===== config.mk =====
export PLATFORM = sky130hd
export DESIGN_NAME = button_event_gen
export DESIGN_NICKNAME = d
export VERILOG_FILES = /design/src/rtl/button_event_gen.sv
export SDC_FILE = /design/constraint.sdc
export NUM_CORES = 1
export LEC_CHECK = 0
export ABC_AREA = 1
export BUFFER_PORTS_ARGS = -buffer_cell sky130_fd_sc_hd__buf_2
export CORE_MARGIN = 4
export CORE_UTILIZATION = 28
export DETAILED_ROUTE_END_ITERATION = 6
export GPL_TIMING_DRIVEN = 0
export SLEW_MARGIN = 5
export SYNTH_ARGS = -nofsm -noshare
export SYNTH_HDL_FRONTEND = slang
export SYNTH_SLANG_ARGS = --single-unit

===== constraint.sdc =====
create_clock -name clk -period 2.35 [get_ports clk]
set_input_delay 0.235 -clock clk [delete_from_list [all_inputs] [get_ports clk]]
set_output_delay 0.235 -clock clk [all_outputs]
set_load 0.01 [all_outputs]

===== src/rtl/button_event_gen.sv =====
// Push-button front-end: 2-flop synchronizer, debounce FSM and one-cycle press/release/long/repeat pulses.
// Optional auto-repeat is enabled by defining BUTTON_EVENT_REPEAT_EN; otherwise repeat_pulse is tied to 0.
module button_event_gen #(
    parameter int unsigned DEBOUNCE_CYCLES = 1_000_000,
    parameter int unsigned LONG_CYCLES     = 25_000_000,
    parameter int unsigned REPEAT_CYCLES   = 5_000_000,
    parameter bit          ACTIVE_HIGH     = 1'b1
) (
    input  logic clk,
    input  logic rst_n,
    input  logic din,
    output logic held,
    output logic press,
    output logic release_pulse,
    output logic long_press,
    output logic repeat_pulse
);

    localparam int unsigned CNT_W  = (DEBOUNCE_CYCLES > 1) ? $clog2(DEBOUNCE_CYCLES) : 1;
    localparam int unsigned HOLD_W = (LONG_CYCLES > 1) ? $clog2(LONG_CYCLES) : 1;
    localparam logic [CNT_W-1:0]  DEB_LAST  = CNT_W'(DEBOUNCE_CYCLES - 1);
    localparam logic [HOLD_W-1:0] LONG_LAST = HOLD_W'(LONG_CYCLES - 1);
    localparam logic PAD_IDLE = ACTIVE_HIGH ? 1'b0 : 1'b1;

    if (DEBOUNCE_CYCLES < 1 || LONG_CYCLES < 1 || REPEAT_CYCLES < 1) begin : g_bad_params
        $error("button_event_gen: cycle parameters must be >= 1");
    end

    typedef enum logic [2:0] {
        S_IDLE,
        S_DEB_PRESS,
        S_PRESSED,
        S_LONG_HELD,
        S_DEB_RELEASE
    } state_t;

    state_t              state, state_nxt;
    logic [CNT_W-1:0]    cnt, cnt_nxt;
    logic [HOLD_W-1:0]   hold_cnt, hold_nxt;
    logic                from_long, from_long_nxt;
    logic                sync1, sync2;
    logic                lvl;
    logic                held_c, press_c, release_c, long_c;

    // Pad synchronizer, reset to the released pad level
    always_ff @(posedge clk or negedge rst_n) begin
        if (!rst_n) begin
            sync1 <= PAD_IDLE;
            sync2 <= PAD_IDLE;
        end else begin
            sync1 <= din;
            sync2 <= sync1;
        end
    end

    assign lvl = ACTIVE_HIGH ? sync2 : ~sync2;

`ifdef BUTTON_EVENT_REPEAT_EN
    localparam int unsigned REP_W = (REPEAT_CYCLES > 1) ? $clog2(REPEAT_CYCLES) : 1;
    localparam logic [REP_W-1:0] REP_LAST = REP_W'(REPEAT_CYCLES - 1);

    logic [REP_W-1:0] rep_cnt, rep_nxt;
    logic             repeat_c;

    always_ff @(posedge clk or negedge rst_n) begin
        if (!rst_n) begin
            rep_cnt      <= '0;
            repeat_pulse <= 1'b0;
        end else begin
            rep_cnt      <= rep_nxt;
            repeat_pulse <= repeat_c;
        end
    end
`else
    assign repeat_pulse = 1'b0;
`endif

    // State, counters and registered outputs
    always_ff @(posedge clk or negedge rst_n) begin
        if (!rst_n) begin
            state         <= S_IDLE;
            cnt           <= '0;
            hold_cnt      <= '0;
            from_long     <= 1'b0;
            held          <= 1'b0;
            press         <= 1'b0;
            release_pulse <= 1'b0;
            long_press    <= 1'b0;
        end else begin
            state         <= state_nxt;
            cnt           <= cnt_nxt;
            hold_cnt      <= hold_nxt;
            from_long     <= from_long_nxt;
            held          <= held_c;
            press         <= press_c;
            release_pulse <= release_c;
            long_press    <= long_c;
        end
    end

    // Next state; a low level always wins over a long/repeat terminal count
    always_comb begin
        state_nxt     = state;
        cnt_nxt       = cnt;
        hold_nxt      = hold_cnt;
        from_long_nxt = from_long;
`ifdef BUTTON_EVENT_REPEAT_EN
        rep_nxt       = rep_cnt;
`endif
        unique case (state)
            S_IDLE: begin
                if (lvl) begin
                    state_nxt = S_DEB_PRESS;
                    cnt_nxt   = '0;
                end
            end
            S_DEB_PRESS: begin
                if (!lvl) begin
                    state_nxt = S_IDLE;
                end else if (cnt == DEB_LAST) begin
                    state_nxt = S_PRESSED;
                    hold_nxt  = '0;
                end else begin
                    cnt_nxt = cnt + CNT_W'(1);
                end
            end
            S_PRESSED: begin
                if (!lvl) begin
                    state_nxt     = S_DEB_RELEASE;
                    cnt_nxt       = '0;
                    from_long_nxt = 1'b0;
                end else if (hold_cnt == LONG_LAST) begin
                    state_nxt = S_LONG_HELD;
`ifdef BUTTON_EVENT_REPEAT_EN
                    rep_nxt   = '0;
`endif
                end else begin
                    hold_nxt = hold_cnt + HOLD_W'(1);
                end
            end
            S_LONG_HELD: begin
                if (!lvl) begin
                    state_nxt     = S_DEB_RELEASE;
                    cnt_nxt       = '0;
                    from_long_nxt = 1'b1;
                end else begin
`ifdef BUTTON_EVENT_REPEAT_EN
                    if (rep_cnt == REP_LAST) begin
                        rep_nxt = '0;
                    end else begin
                        rep_nxt = rep_cnt + REP_W'(1);
                    end
`endif
                end
            end
            S_DEB_RELEASE: begin
                // Hold/repeat counters stay frozen here and resume on a bounce back
                if (lvl) begin
                    state_nxt = from_long ? S_LONG_HELD : S_PRESSED;
                end else if (cnt == DEB_LAST) begin
                    state_nxt = S_IDLE;
                end else begin
                    cnt_nxt = cnt + CNT_W'(1);
                end
            end
            default: begin
                state_nxt = S_IDLE;
            end
        endcase
    end

    // Output decode from the transition being taken
    always_comb begin
        held_c    = 1'b0;
        press_c   = 1'b0;
        release_c = 1'b0;
        long_c    = 1'b0;
        held_c    = (state_nxt == S_PRESSED) || (state_nxt == S_LONG_HELD) ||
                    (state_nxt == S_DEB_RELEASE);
        press_c   = (state == S_DEB_PRESS) && (state_nxt == S_PRESSED);
        release_c = (state == S_DEB_RELEASE) && (state_nxt == S_IDLE);
        long_c    = (state == S_PRESSED) && (state_nxt == S_LONG_HELD);
`ifdef BUTTON_EVENT_REPEAT_EN
        repeat_c  = 1'b0;
        repeat_c  = (state == S_LONG_HELD) && lvl && (rep_cnt == REP_LAST);
`endif
    end

endmodule


-- Word level (Yosys, flattened, before mapping)
Index checks and enable logic that the tools add are counted.
W data, S select, Z words.
- flip-flop bits (word level): 55
- add/sub/neg operators: 2
- eq/ne operators: 18
- muxes and demuxes: 24
- reduce and logical (&&, ||, !) cells: 14
- operator list (operator ; count):
    $mux W20 ; 5
    $mux W25 ; 4
    $pmux W20 S4 ; 1
    $pmux W25 S2 ; 1
    $add A25 B1 Y25 const B ; 1
    $eq A25 B25 Y1 const B ; 1
    $mux W3 ; 8
    $add A20 B1 Y20 const B ; 1
    $eq A20 B20 Y1 const B ; 1
    $ne A2 B2 Y1 const B ; 9
    $pmux W3 S5 ; 1
    $eq A3 B2 Y1 const B ; 4
    $reduce_and A5 Y1 ; 2
    $eq A3 B3 Y1 const B ; 2
    $logic_not A3 Y1 ; 2
    $reduce_bool A2 Y1 ; 2
    $reduce_bool A4 Y1 ; 1
    $eq A3 B1 Y1 const B ; 1
    $logic_and A1 B1 Y1 ; 3
    $mux W1 ; 3
    $reduce_and A3 Y1 ; 1
    $logic_or A1 B1 Y1 ; 2
    $pmux W1 S2 ; 1
    $reduce_or A2 Y1 ; 1

-- Logic depth before layout (Yosys ltp)
- depth in word-level cells: 7
- mapped depth: 12
- depth with buffers taken out: 11

-- Least setup slack after synthesis
Ideal clock, no wire load.
- path kind: register -> register
- start point: register hold_cnt[0]
- end point: register hold_cnt[15]
- data arrival time: 1563 ps
- slack: 671 ps
- cell stages (with the launch flop): 12
- period minus slack after synthesis: 1679 ps
- cell sequence: dfrtp_1 ha_1 nand2_2 nor2_4 nand2_2 nor2_2 nand3_1 nand2_2 nand2_2 buf_2 nand3_1 nand2_1
- longest elaborated chain between the ends: 4
- elaborated cells between the ends (all ways): 7
- those cells by class: add/sub: 1; eq/ne: 2; mux: 3; reduce/logical: 1
- RTL lines (element ; line ; source):
    from (decl) ; 39 ; logic [HOLD_W-1:0] hold_cnt, hold_nxt;
    from (signal assigned) ; 92 ; hold_cnt <= hold_nxt;
    $add A25 B1 Y25 ; 138 ; hold_nxt = hold_cnt + HOLD_W'(1);
    $mux W25 ; 132 ; end else if (hold_cnt == LONG_LAST) begin
    $mux W25 ; 128 ; if (!lvl) begin
    $pmux W25 S2 ; 110 ; unique case (state)
Several ways; a longest one is shown, not always the timed one. The select of a mux whose other input is x is not followed.
A chain may end at the register's enable or synchronous reset.

-- Worst setup path after layout
- start point: register hold_cnt[0]
- end point: register hold_cnt[0]
Same word-level chain as after synthesis.

==> impl_metrics.tcl <==
set metrics [dict create \
    run_status "complete, but fails checks" \
    failed_checks "negative hold slack" \
    design.final.nets 592 \
    fmax_mhz 484 \
    tightest_slew_ns 0.707 \
    worst_clock_skew_ns 0.00345 \
    synthToLayoutAreaGrowth_pct 11.2 \
    fin_area_sq_mm 0.00407 \
    power_density_mw_per_mm2 493 \
    vias_in_the_first_global_route 3013 \
    slew_viol_final 0 \
    final_cell_mix "sky130_fd_sc_hd__nand2_1 (228), sky130_fd_sc_hd__nor2_1 (118), sky130_fd_sc_hd__dfrtp_1 (55)" \
    final_common_cell "sky130_fd_sc_hd__nand2_1" \
    cellInternalPower_mw 1.51 \
    number_of_antenna_violations_at_the_first_check_in_global_routing 0 \
    ctsHoldBuffers 0 \
    worst_setup_path_start_kind "flop" \
    power.combinational.fraction 0.093 \
    floorplan.core_area_sq_mm 0.0127 \
    hold_viol_final 11 \
    p_sw_frac 0.249 \
    design.portCount 8 \
    wire_per_inst_um 11.5 \
    num_cts_buffers 5 \
    clk_latency_ns 0.29 \
    ys_types 29 \
    synth.avg_cell_area_sq_um 6.38 \
    die_h_um 122 \
    dp_worst_setup_slack_ns 0.272 \
    routed-via-count 3357 \
    htreeDepth 2 \
    post_route_cells_drive_above_1_share 0.0733 \
    pwr-share-seq 0.485 \
    clk_path_buf_depth 2 \
    grt_pass1_wl_um 14700 \
    hp-class "in2async" \
    vdd_drop_max_uv 236 \
    drt-pass1-iter-count 5 \
    syn_nets 579 \
    route.antenna.remaining_nets 0 \
    synth_cells 574 \
    seq_area_frac_synth 0.376 \
    final.period_utilization 0.879 \
    design.die.area_sq_mm 0.0150 \
    fp.dieW_um 122 \
    crit_arrival_ns 2.30 \
    routed_wirelength_um 8740 \
    tritoncts "built" \
    synth_top_cell_area_share 0.376 \
    detailed_place_hpwl_um 6500 \
    first_iter_violations 174 \
    slew_headroom 0.529 \
    ys.warnings.count 0 \
    detail_route.vias_per_cell 4.42 \
    finalSetupViolations 0 \
    p_clk_frac 0.422 \
    power.static_leakage_nw 1.78 \
    gpl.final_weighted_congestion 0.949 \
    critPathKind "reg2reg" \
    crit_path_time_final_ns 2.07 \
    post_synthesis_sequential_element_count 55 \
    clock-sinks 55 \
    final.setup.tns_ns 0 \
    globalRouteTotalUtil 0.121 \
    synth_area_leaders "sky130_fd_sc_hd__dfrtp_1 (38%), sky130_fd_sc_hd__nand2_1 (23%), sky130_fd_sc_hd__nor2_1 (12%)" \
    total_power_mw 2.01 \
    fp-row-count 41 \
    finalWorstSetupSlack_ns 0.284 \
    port_buffers 6 \
    residual_drc_count 0 \
    grt_start_max_net_pins 56 \
    synthesis.area_sq_mm 0.00366 \
    max-cap-violations 0 \
    antennaDiodeCount 0 \
    rsz_0062_raised_after_global_routing "false" \
    cts_post_setup_buffers_inserted 0 \
    whs_ns -0.00774 \
    cp.required_ns 2.58 \
    switchingPower_mw 0.500 \
    global_route.overflow_total 0 \
    root_buffer "sky130_fd_sc_hd__clkbuf_16" \
    floorplan.initialDensity 0.288 \
    synth_top_area_cell "sky130_fd_sc_hd__dfrtp_1" \
    number_of_gates_resized_after_cts 0 \
    crit_path_max_fanout 10 \
    critPathCaptureType "flop" \
    dpl-instance-area_sq_mm 0.00391 \
    clkSlewWorstSetupHoldPaths_ns 0.07 \
]
-- metal layers --
| metal | up-vias | global-route usage | part of all wire |
|---|---|---|---|
| li1 | 1794 | - | - |
| met5 | - | 0 | 0 |
| met4 | 0 | 0.0294 | 0.017 |
| met1 | 1508 | 0.164 | 0.49 |
| met2 | 40 | 0.200 | 0.46 |
| met3 | 15 | 0.0230 | 0.034 |
-- area by class of cell --
cell class,instances,area (sq um)
Tap cell,172,215
Clock inverter,2,37.5
Multi-Input combinational cell,463,2040
Fill cell,1484,8650
Buffer,12,77.6
Clock buffer,5,125
Timing Repair Buffer,6,32.5
Sequential cell,55,1380
Inverter,44,166
-- power by group through the flow --
| stage | clock network (mW) | logic, mW | registers, mW |
|---|---|---|---|
| final | 0.846 | 0.186 | 0.975 |
| after global routing | 0.914 | 0.211 | 0.977 |
| after floorplan | 0 | 0.126 | 0.990 |
| after CTS | 0.876 | 0.191 | 0.974 |
| after detailed placement | 0 | 0.191 | 0.993 |
| after global placement | 0 | 0.189 | 0.993 |
-- registers in the layout, indices dropped and copies added (netlist names) --
name	flops
sync1	1
lvl	1
state	3
release_pulse	1
held	1
cnt	20
from_long	1
hold_cnt	25
press	1
long_press	1
-- critical path, stage by stage (launching register included) --
cell	delay [ns]
sky130_fd_sc_hd__dfrtp_1	0.49
sky130_fd_sc_hd__ha_1	0.33
sky130_fd_sc_hd__nand2_2	0.11
sky130_fd_sc_hd__nor2_4	0.14
sky130_fd_sc_hd__nand2_2	0.12
sky130_fd_sc_hd__nor2_2	0.09
sky130_fd_sc_hd__nand3_1	0.10
sky130_fd_sc_hd__nand2_2	0.10
sky130_fd_sc_hd__nand2_2	0.09
sky130_fd_sc_hd__nand2_4	0.14
sky130_fd_sc_hd__buf_6	0.16
sky130_fd_sc_hd__nand2_1	0.06
sky130_fd_sc_hd__nand2_1	0.06
-- path summary, 6_finish.rpt --
kind                             start           to  slack, ns  cells after the start
setup / recovery           hold_cnt[0]  hold_cnt[0]       0.28                     12
hold / removal                   rst_n  hold_cnt[5]     -0.008                      1
setup reg to reg           hold_cnt[0]  hold_cnt[0]       0.28                     12
hold reg to reg                  sync1          lvl       0.36                      0
max in group asynchronous        rst_n       cnt[6]       1.90                      1
min in group clk                   din        sync1       0.04                      1
-- synth_stat cells (all sizes together) --
cell,n
inv,43
o21ai,18
nand4,7
o21bai,2
dfrtp,55
xor2,16
nand3b,3
nor3,4
nor2,121
nand3,44
nand2,235
xnor2,4
a21oi,2
ha,2
clkinv,1
nor3b,1
buf,9
clkbuf,3
conb,1
or2,3
-- per-stage QoR --
step,instances,utilization
after global placement,752,0.307
after CTS,759,0.320
after floorplan,574,-
final,759,0.320
after detailed placement,752,0.307
after global routing,759,0.320
-- cells by family after synthesis --
family	synth area share
simple gates	0.469
buf+inv	0.0666
flops	0.376
compound gates	0.0325
xor+xnor	0.0478
fa+ha+maj	0.00683
other cells	0.00102
Power figures use the tool's default switching activity.
